File: config.mk
export PLATFORM = sky130hd
export DESIGN_NAME = ticket_controller
export DESIGN_NICKNAME = d
export VERILOG_FILES = /design/src/rtl/ticket_controller.sv
export SDC_FILE = /design/constraint.sdc
export NUM_CORES = 1
export LEC_CHECK = 0
export BUFFER_PORTS_ARGS = -buffer_cell sky130_fd_sc_hd__buf_2
export CORE_UTILIZATION = 25
export DETAILED_ROUTE_END_ITERATION = 12
export PLACE_DENSITY_LB_ADDON = 0.3
export SLEW_MARGIN = 20
export SYNTH_ARGS = -nofsm -noshare
export SYNTH_HDL_FRONTEND = slang
export SYNTH_SLANG_ARGS = --single-unit
File: constraint.sdc
create_clock -name clk -period 6.9 [get_ports clk]
set_input_delay 0 -clock clk [delete_from_list [all_inputs] [get_ports clk]]
set_output_delay 0 -clock clk [all_outputs]
set_load 0.03 [all_outputs]
File: src/rtl/ticket_controller.sv
// ticket_controller: price select, payment, dispense and change sequencing.
// Optional PAY inactivity timeout is enabled by defining TICKET_TIMEOUT_EN.
module ticket_controller #(
    parameter int MAX_INSERT         = 99,
    parameter int ALARM_CYCLES       = 2000,
    parameter int CHANGE_HOLD_CYCLES = 3000,
    parameter int TIMEOUT_CYCLES     = 10000
) (
    input  logic       clk,
    input  logic       rst,
    input  logic [1:0] price_sel,
    input  logic       coin_1,
    input  logic       coin_5,
    input  logic       coin_10,
    input  logic       confirm,
    input  logic       cancel,
    output logic [7:0] display_val,
    output logic [7:0] total_sales,
    output logic [1:0] display_mode,
    output logic       alarm,
    output logic       ticket_out,
    output logic       coin_reject
);
    localparam int AW = $clog2(ALARM_CYCLES + 1);
    localparam int HW = $clog2(CHANGE_HOLD_CYCLES + 1);
    localparam logic [AW-1:0] ALARM_LOAD = AW'(ALARM_CYCLES);
    localparam logic [AW-1:0] ALARM_ONE  = AW'(1);
    localparam logic [HW-1:0] HOLD_LAST  = HW'(CHANGE_HOLD_CYCLES - 1);
    localparam logic [8:0]    MAX_SUM    = 9'(MAX_INSERT);
    localparam logic [8:0]    SALES_CAP  = 9'd99;

    typedef enum logic [1:0] {
        IDLE   = 2'd0,
        PAY    = 2'd1,
        CHANGE = 2'd2
    } state_t;

    state_t        state;
    logic [7:0]    inserted;
    logic [7:0]    price_q;
    logic [7:0]    change;
    logic [AW-1:0] alarm_cnt;
    logic [HW-1:0] hold_cnt;

    logic [7:0] coin_sum;
    logic [7:0] cur_price;
    logic [7:0] change_val;
    logic [8:0] pay_sum;
    logic [8:0] sales_sum;
    logic       coin_any;
    logic       refund;
    logic       buy_ok;
    logic       alarm_trig;
    logic       timeout_hit;

    // Price lookup from the selector level.
    always_comb begin
        cur_price = 8'd5;
        unique case (price_sel)
            2'd0: cur_price = 8'd5;
            2'd1: cur_price = 8'd10;
            2'd2: cur_price = 8'd15;
            2'd3: cur_price = 8'd20;
        endcase
    end

    assign coin_sum = (coin_1  ? 8'd1  : 8'd0)
                    + (coin_5  ? 8'd5  : 8'd0)
                    + (coin_10 ? 8'd10 : 8'd0);
    assign coin_any   = coin_1 | coin_5 | coin_10;
    assign pay_sum    = {1'b0, inserted} + {1'b0, coin_sum};
    assign sales_sum  = {1'b0, total_sales} + {1'b0, price_q};
    assign change_val = inserted - price_q;
    assign refund     = cancel | timeout_hit;
    assign buy_ok     = confirm & (inserted >= price_q);

    // Short-payment confirm or an overflowing coin in PAY sounds the alarm.
    assign alarm_trig = (state == PAY) & ~refund &
                        ((confirm & ~buy_ok) |
                         (~confirm & coin_any & (pay_sum > MAX_SUM)));

`ifdef TICKET_TIMEOUT_EN
    localparam int TW = $clog2(TIMEOUT_CYCLES + 1);
    localparam logic [TW-1:0] TO_LAST = TW'(TIMEOUT_CYCLES - 1);
    logic [TW-1:0] idle_cnt;

    assign timeout_hit = (state == PAY) & ~coin_any & ~confirm &
                         (idle_cnt == TO_LAST);

    // PAY inactivity counter; held at zero outside PAY and on activity.
    always_ff @(posedge clk or posedge rst) begin
        if (rst)
            idle_cnt <= '0;
        else if (state != PAY || coin_any || confirm)
            idle_cnt <= '0;
        else
            idle_cnt <= idle_cnt + 1'b1;
    end
`else
    assign timeout_hit = 1'b0;
`endif

    // Alarm hold counter, independent of the sale state.
    always_ff @(posedge clk or posedge rst) begin
        if (rst) begin
            alarm_cnt <= '0;
            alarm     <= 1'b0;
        end else if (alarm_trig) begin
            alarm_cnt <= ALARM_LOAD;
            alarm     <= 1'b1;
        end else if (alarm_cnt != '0) begin
            alarm_cnt <= alarm_cnt - 1'b1;
            alarm     <= (alarm_cnt != ALARM_ONE);
        end else begin
            alarm     <= 1'b0;
        end
    end

    // Sale FSM with registered display and pulse outputs.
    always_ff @(posedge clk or posedge rst) begin
        if (rst) begin
            state        <= IDLE;
            inserted     <= '0;
            price_q      <= '0;
            change       <= '0;
            hold_cnt     <= '0;
            total_sales  <= '0;
            display_val  <= '0;
            display_mode <= 2'd0;
            ticket_out   <= 1'b0;
            coin_reject  <= 1'b0;
        end else begin
            ticket_out  <= 1'b0;
            coin_reject <= 1'b0;
            unique case (state)
                IDLE: begin
                    display_mode <= 2'd0;
                    display_val  <= cur_price;
                    if (coin_any) begin
                        state        <= PAY;
                        price_q      <= cur_price;
                        inserted     <= coin_sum;
                        display_mode <= 2'd1;
                        display_val  <= coin_sum;
                    end
                end
                PAY: begin
                    display_mode <= 2'd1;
                    display_val  <= inserted;
                    if (refund) begin
                        coin_reject  <= coin_any;
                        change       <= inserted;
                        hold_cnt     <= '0;
                        state        <= CHANGE;
                        display_mode <= 2'd2;
                        display_val  <= inserted;
                    end else if (confirm) begin
                        coin_reject <= coin_any;
                        if (buy_ok) begin
                            ticket_out   <= 1'b1;
                            change       <= change_val;
                            total_sales  <= (sales_sum > SALES_CAP) ?
                                            SALES_CAP[7:0] : sales_sum[7:0];
                            hold_cnt     <= '0;
                            state        <= CHANGE;
                            display_mode <= 2'd2;
                            display_val  <= change_val;
                        end
                    end else if (coin_any) begin
                        if (pay_sum > MAX_SUM) begin
                            coin_reject <= 1'b1;
                        end else begin
                            inserted    <= pay_sum[7:0];
                            display_val <= pay_sum[7:0];
                        end
                    end
                end
                CHANGE: begin
                    display_mode <= 2'd2;
                    display_val  <= change;
                    coin_reject  <= coin_any;
                    if (hold_cnt == HOLD_LAST) begin
                        state        <= IDLE;
                        inserted     <= '0;
                        change       <= '0;
                        hold_cnt     <= '0;
                        display_mode <= 2'd0;
                        display_val  <= cur_price;
                    end else begin
                        hold_cnt <= hold_cnt + 1'b1;
                    end
                end
                default: state <= IDLE;
            endcase
        end
    end

endmodule

[Word-level counts from Yosys, hierarchy flattened]
Cells that the tools add are included.
Word-level totals
  register bits: 70
  input port bits: 9
  output and inout bits: 21
Cells by class
  add/subtract/negate cells: 7
  $lt $le $gt $ge: 3
  eq/ne operators: 13
  multiplexer cells: 52
  bitwise gates (word level): 12
  reductions and logical operators: 12
Operators with widths (count)
  8-bit 2-to-1 mux: 15
  12-bit 2-to-1 mux: 4
  8-bit one-hot mux with 3 select lines: 2
  8-bit one-hot mux with 4 select lines: 1
  12-bit one-hot mux with 2 select lines: 1
  11-bit 2-to-1 mux: 2
  9-bit by 7-bit > comparator with 1-bit output (second input constant): 2
  2-bit 2-to-1 mux: 9
  8-bit one-hot mux with 2 select lines: 1
  12-bit by 1-bit adder with 12-bit output (second input constant): 1
  12-bit == test (second input constant): 1
  1-bit 2-to-1 mux: 12
  2-bit one-hot mux with 3 select lines: 2
  4-bit AND reduction: 3
  11-bit by 1-bit != test with 1-bit output (second input constant): 1
  11-bit nonzero test: 1
  11-bit by 1-bit subtractor with 11-bit output (second input constant): 1
  8-bit by 5-bit adder with 9-bit output: 1
  8-bit by 8-bit adder with 9-bit output: 1
  8-bit >= comparator: 1
  2-bit != test (second input constant): 4
  8-bit subtractor: 1
  1-bit bitwise AND: 6
  2-bit == test (second input constant): 3
  15 further kinds: 23

[Logic depth before layout (Yosys ltp)]
Gate-level depths: netlist (run 1).
  word-level depth: 10
  depth in mapped cells: 13
  mapped depth without buffers: 12

[Worst setup path after synthesis (run 1)]
OpenSTA, ideal clock, no wires.
  kind: reg-to-reg
  from: reg inserted[0]
  to: reg display_val[7]
  setup time: 69 ps
  arrival time: 2739 ps
  slack: 4092 ps
  stages on the path, launching flop included: 11
  buffers on the path: 0
  path through: dfrtp_1 ha_1 inv_1 fa_1 nor2b_1 o2111ai_1 a21o_1 a32oi_1 a211oi_1 or4b_2 nand3_1
Between the ends
  longest elaborated chain between the ends: 7
Ends and longest elaborated chain
  start, declared: line 39  | logic [7:0] inserted;
  start signal, assigned: line 142  | inserted <= coin_sum;
  start signal, assigned: line 173  | inserted <= pay_sum[7:0];
  8-bit by 5-bit adder with 9-bit output: line 71  | assign pay_sum = {1'b0, inserted} + {1'b0, coin_sum};
  9-bit by 7-bit > comparator with 1-bit output: line 170  | if (pay_sum > MAX_SUM) begin
  8-bit 2-to-1 mux: line 170
  8-bit 2-to-1 mux: line 169  | end else if (coin_any) begin
  8-bit 2-to-1 mux *: line 157  | end else if (confirm) begin
  8-bit 2-to-1 mux *: line 150  | if (refund) begin
  8-bit one-hot mux with 3 select lines *: line 135  | unique case (state)
  end signal, assigned: line 138  | display_val <= cur_price;
  end signal, assigned: line 149  | display_val <= inserted;
  end signal, assigned: line 156  | display_val <= inserted;
  end, declared: line 17  | output logic [7:0] display_val,
Mark *: on every way between the ends. The rest lies on a longest branch, timed or not.
A chain may end at the register's enable or synchronous reset.

[Worst setup path after layout (run 1)]
Ends and elaborated chain as after synthesis.

==> results of run 1 <==
==> layer usage <==
metal	wire [µm]	up-vias	GRT usage (%)
li1	-	1923	-
met1	5840	1979	18.9
met2	5820	95	22.1
met3	468	18	2.59
met4	215	0	4.82
met5	0	-	0
==> worst paths after layout <==
path / from / to / slack [ns] / cells after the start
worst max-delay path: inserted[0] / display_val[7] / 3.49 / 11
worst min-delay path: confirm / display_val[6] / 0.14 / 4
worst max register to register: inserted[0] / display_val[7] / 3.49 / 11
worst min register to register: hold_cnt[11] / hold_cnt[11] / 0.48 / 1
max in group asynchronous: rst / display_mode[1] / 5.86 / 4
min in group asynchronous: rst / alarm_cnt[1] / 0.48 / 4
==> what timing repair did <==
item	4_1_cts	5_1_grt
resized for setup	0	0
hold buffers	1	0
endpoints found under the hold margin	66	0
==> worst min-delay path: cells and delay by family <==
kind                   cells  cell delay (ns)
buffers and inverters      1             0.21
AO/OA/AOI/OAI              2             0.16
AND/OR/NAND/NOR            1             0.08
==> registers in the layout, indices dropped and copies added (netlist names) <==
signal,cells
hold_cnt,12
alarm_cnt,11
change,8
display_val,8
inserted,8
total_sales,8
price_q,4
display_mode,2
state,2
alarm,1
coin_reject,1
ticket_out,1
==> where the power goes <==
group	internal, mW	leakage [nW]	switching [mW]	total (mW)
Sequential	0.520	0.832	0.133	0.653
Clock	0.327	0.159	0.183	0.510
Combinational	0.508	1.28	0.870	1.38
Total	1.36	2.27	1.19	2.54
==> placed cells by master (no fill, tap or decap), types with 4 or more instances in the layout <==
master,count
o41ai_1,4
o21ai_0,44
o211ai_1,5
nand2_1,55
nand2b_1,7
a21o_1,7
xor2_1,8
mux2i_1,6
dfrtp_1,66
o31ai_1,10
or2_2,4
nand3_1,18
a211o_1,5
and2_1,4
or3_1,7
a211oi_1,10
ha_1,30
mux2_2,5
o22a_1,4
clkbuf_16,9
and2_0,5
o21a_1,4
buf_2,29
inv_1,32
a31oi_1,4
nor3_1,12
a22o_1,11
nor2b_1,4
a21oi_1,23
nor2_1,39
a221o_1,5
xnor2_1,13
==> logic make-up after synthesis <==
family | Yosys count
and+or+nand+nor | 172
AOI/OAI and AO/OA | 160
DFF | 66
buffers and inverters | 52
adders and majority gates | 33
xor gates and xnor gates | 21
muxes | 11
==> cell type report <==
type	count	area [µm²]
Clock buffer	10	239
Clock inverter	6	90.1
Fill cell	1839	12300
Inverter	33	124
Multi-Input combinational cell	397	2680
Sequential cell	66	1650
Tap cell	225	282
Timing Repair Buffer	32	170
==> per-stage QoR <==
stage | cells | power, mW | hold slack, ns
after floorplan | 515 | 1.65 | 0.285
after global placement | 752 | 2.00 | 0.326
after detailed placement | 752 | 2.02 | 0.332
after CTS | 769 | 2.54 | 0.120
after global routing | 769 | 2.73 | 0.177
final | 769 | 2.54 | 0.139
==> metrics.cfg, run 1 <==
[finish]
antenna_cells=0
drive_above_1_share_pct=11.8
final_nets=581
area_growth_pct=15.4
final_util_pct=29.9
post-route-cell-area_um2=5240

[worst_setup_path]
slowest_delay_ns=0.68
cp_top_family=compound AO/OA/AOI/OAI gates
end_kind=flip-flop
cp_cell_sequence=inv_1, ha_1, inv_1, fa_1, a211oi_1, o21ai_1, o21ai_0, nor3_1, nand3_1, or4b_2, nand3_1
start_kind=flip-flop
critPathRequiredTime_ns=7.17
arrival_ns=3.69
cp_slowest_cell=o21ai_0
path_class=reg2reg
path_max_fanout=7
timing.critical_path.buf_inv=2

[placement]
post-place-ws_ns=3.47
hpwl_um=9150
place.port_buffers=29
gp_congestion=0.913
place_area_um2=4900

[global_route]
grt_pass1_wl_um=19900
grt_max_degree=67
grt-ovfl-total=0
track_usage_pct=13.9
grt_pass1_vias=3756
antenna_found_initial=0

[yosys]
synth-seq-cells=66
syn_nets=557
synth_xor_area_share_pct=4.05
synthesis.area_um2=4540
synth_largest_area_cell=dfrtp_1
yosysSeqAreaShare_pct=36.4
synth_top_family_by_area=compound AO/OA/AOI/OAI gates
yosys_warnings=0
syn_inst=515
yosys.area_share.adder_pct=9.59
synth_top_area_share_pct=36.4
yosys.area_share.simple_pct=18.6
ys.flop_type=dfrtp_1
synth_compound_gate_area_share_pct=24.3
synth_common_cells=dfrtp_1 (66), nand2_1 (55), o21ai_0 (45)
syn_area_per_cell_um2=8.82
synth-async-reset-ratio_pct=100
synth_area_leaders=dfrtp_1 (36%), ha_1 (8.3%), o21ai_0 (5.0%)
yosys-mux-area-fraction_pct=2.56
ys_types=63
synth.most_common_cell=dfrtp_1
synth_edf_count=0

[drt]
wirelength_um=12300
drtAntennaViolNets=0
viasPerCell=5.22
vias=4015
wl_per_cell_um=16.0
drc_errors=0
drtIter0Drc=295
drtPass1Iterations=5

[clock_tree]
h-tree-depth=3
numCtsBuffers=9
clk_pin_slew_ns=0.07
cts_tree=yes
cts.sinks=66
cts_setup_buffers=0
clk_latency_ns=0.34
cts_buffer_depth=2
cts_root_buf=clkbuf_16

[floorplan]
die-area_um2=18700
start_util_pct=25.9
coreArea_um2=17500
num_io_pins=30
die_h_um=137
die_x_um=137
rows=48

[run_status]
status=complete, no violations

[timing]
maxSlewHeadroom_pct=38.2
rsz0062_at_grt=false
min_period_ns=3.41
hold_viol=0
period_share_pct=49.5
max_freq_ghz=0.293
final-setup-viol-count=0
setup_ws_ns=3.49
maxSlewViolCount=0
finClkSkew_ns=0.0155
tightestPinTransition_ns=0.927
tns_ns=0

[power_and_ir_drop]
vdd_drop_max_v=0.000130
power_density_nw_per_um2=485
leakagePower_nw=2.27

[run]
cap_violations=0

[min_path]
hp-class=in2reg

(Power assumes the default switching activity.)
==> run 2: changes to the inputs <==
==> constraint.sdc (replaced) <==
create_clock -name clk -period 3.27 [get_ports clk]
set_input_delay 0 -clock clk [delete_from_list [all_inputs] [get_ports clk]]
set_output_delay 0 -clock clk [all_outputs]
set_load 0.03 [all_outputs]
==> run 2 against run 1 <==
Compared with the run above:
- non-clock buffer count rose by 17
- final area rose by 2.2%
- clock skew fell by 0.012 ns
- global-route usage grew 0.66 points
- first-iteration DRC count up 18%
- largest cell class unchanged
==> metrics.cfg, run 2 (synthesis gave the netlist of run 1 again) <==
[clock_tree]
cts_setup_buffers=0  ; unchanged
h-tree-depth=3  ; unchanged
clk_pin_slew_ns=0.05  ; -0.02 ns
clk_latency_ns=0.33  ; about the same
numCtsBuffers=9  ; unchanged
cts.sinks=66  ; unchanged
cts_buffer_depth=2  ; unchanged
cts_root_buf=clkbuf_16
cts_tree=yes

[floorplan]
start_util_pct=25.9  ; unchanged
num_io_pins=30  ; unchanged
die-area_um2=18700  ; unchanged
die_h_um=137  ; unchanged
coreArea_um2=17500  ; unchanged
die_x_um=137  ; unchanged
rows=48  ; unchanged

[timing]
final-setup-viol-count=0  ; unchanged
rsz0062_at_grt=false
min_period_ns=3.09  ; -0.325 ns
hold_viol=0  ; unchanged
maxSlewHeadroom_pct=46.4  ; +8.2 points
tns_ns=0  ; unchanged
max_freq_ghz=0.324  ; +11%
maxSlewViolCount=0  ; unchanged
finClkSkew_ns=0.00390  ; -0.0116 ns
tightestPinTransition_ns=0.801  ; -0.126 ns
period_share_pct=94.5  ; +45 points

[power_and_ir_drop]
leakagePower_nw=2.33  ; +2.9%
vdd_drop_max_v=0.000306  ; +140%
finalPower_mw=5.38  ; +110%
power_density_nw_per_um2=1000  ; +110%

[drt]
wirelength_um=12900  ; +4.8%
drc_errors=0  ; unchanged
drtIter0Drc=347  ; +18%
wl_per_cell_um=16.5  ; +2.6%
drtAntennaViolNets=0  ; unchanged
viasPerCell=5.23  ; +0.10%
drtPass1Iterations=5  ; unchanged
vias=4108  ; +2.3%

[finish]
mostFrequentLayoutCells=dfrtp_1 (64), nand2_1 (55), o21ai_0 (45), nor2_1 (39), inv_1 (32)
final_nets=598  ; +2.9%
largest_register_ffs=12  ; unchanged
fin_cells=786  ; +2.2%
layout_commonest_cell=dfrtp_1
reg.largest.list=hold_cnt (12), alarm_cnt (11)
top_register=hold_cnt
drive_above_1_share_pct=15.3  ; +3.6 points
antenna_cells=0  ; unchanged
area_growth_pct=18.0

[min_path]
min_to=price_q[2]
worstHoldStart=price_sel[0]
hp-class=in2reg
whs_path_depth=3  ; -1

[worst_setup_path]
path_class=reg2reg
slowest_delay_ns=0.45  ; -0.23 ns
cp_cell_sequence=ha_1, inv_1, fa_1, nor2b_2, o22a_1, xnor2_1, a32oi_1, buf_4, a21oi_1, o31ai_1, buf_4, or3_1
timing.rr.start=inserted[0]
cp_slowest_cell=dfrtp_2
path_max_fanout=12  ; +5
reg2reg_depth=12  ; +1
start_kind=flip-flop
timing.critical_path.buf_inv=3  ; +1
cp_common_cell=buf_4
end_kind=flip-flop
arrival_ns=3.30  ; -0.39 ns
rr_endpoint=alarm
cp_top_family=compound AO/OA/AOI/OAI gates
reg2reg_slack_ns=0.18  ; -3.30 ns
critPathRequiredTime_ns=3.48  ; -3.69 ns

[global_route]
track_usage_pct=14.6  ; +0.66 points
antenna_found_initial=0  ; unchanged
grt_max_degree=36  ; -46%
grt_pass1_vias=4057  ; +8.0%
grt_pass1_wl_um=21100  ; +6.0%
grt-ovfl-total=0  ; unchanged

[run]
cap_violations=0  ; unchanged

[placement]
place.port_buffers=29  ; unchanged
hpwl_um=9560  ; +4.5%
gp_congestion=0.893  ; -2.2%
placed_cells=769  ; +2.3%

[run_status]
status=complete, no violations

==> run 2: worst max path at each step <==
| stage | from | to | slack, ns | depth (start not counted) |
|---|---|---|---|---|
| floorplan | inserted[0] | display_val[7] | 0.46 | 10 |
| global placement | inserted[0] | alarm_cnt[1] | 0.18 | 11 |
| detailed placement | inserted[0] | alarm_cnt[1] | 0.10 | 11 |
| CTS | inserted[0] | alarm_cnt[1] | 0.07 | 11 |
| global route | inserted[0] | alarm | 0.06 | 12 |
| finish | inserted[0] | alarm | 0.18 | 12 |
==> run 2: cell type report <==
| cell class | count | area [µm²] |
|---|---|---|
| fillers | 1856 | 12200 |
| inverters | 33 | 124 |
| clock buffers | 13 | 270 |
| multi-input cells | 397 | 2710 |
| clock inverters | 3 | 22.5 |
| repair buffers | 49 | 298 |
| flip-flops and latches | 66 | 1650 |
| well taps | 225 | 282 |
==> run 2: routing by layer <==
metal / vias up / track usage [%] / routed length, µm
li1: 1947 / - / -
met1: 2022 / 19.6 / 6030
met2: 121 / 23.7 / 6140
met3: 18 / 2.44 / 574
met4: 0 / 4.95 / 190
met5: - / 0 / 0
==> run 2: through the flow <==
stage / setup slack [ns] / instance area, µm² / utilization, % / hold WS, ns
2_1_floorplan: 0.462 / 4540 / - / 0.285
3_3_place_gp: 0.178 / 5030 / 28.7 / 0.207
3_5_place_dp: 0.105 / 5030 / 28.7 / 0.212
4_1_cts: 0.0715 / 5330 / 30.4 / 0.164
5_1_grt: 0.0634 / 5360 / 30.6 / 0.192
6_report: 0.181 / 5360 / 30.6 / 0.164
==> run 2: power by group <==
part / internal [mW] / total [mW] / switching (mW)
logic: 1.17 / 3.06 / 1.89
clock network: 0.576 / 0.942 / 0.366
registers: 1.10 / 1.38 / 0.278
total: 2.84 / 5.38 / 2.53
==> run 2: what timing repair did <==
action | in CTS | in global routing
hold buffers | 1 | 0
hold endpoints to repair | 34 | 0
setup endpoints to repair | 0 | 47
gates resized for setup | 0 | 7
==> run 2: tightest hold or removal path, cell delays in order <==
cell and delay, ns:
buf_2 0.11, ha_1 0.23, o21ai_0 0.11
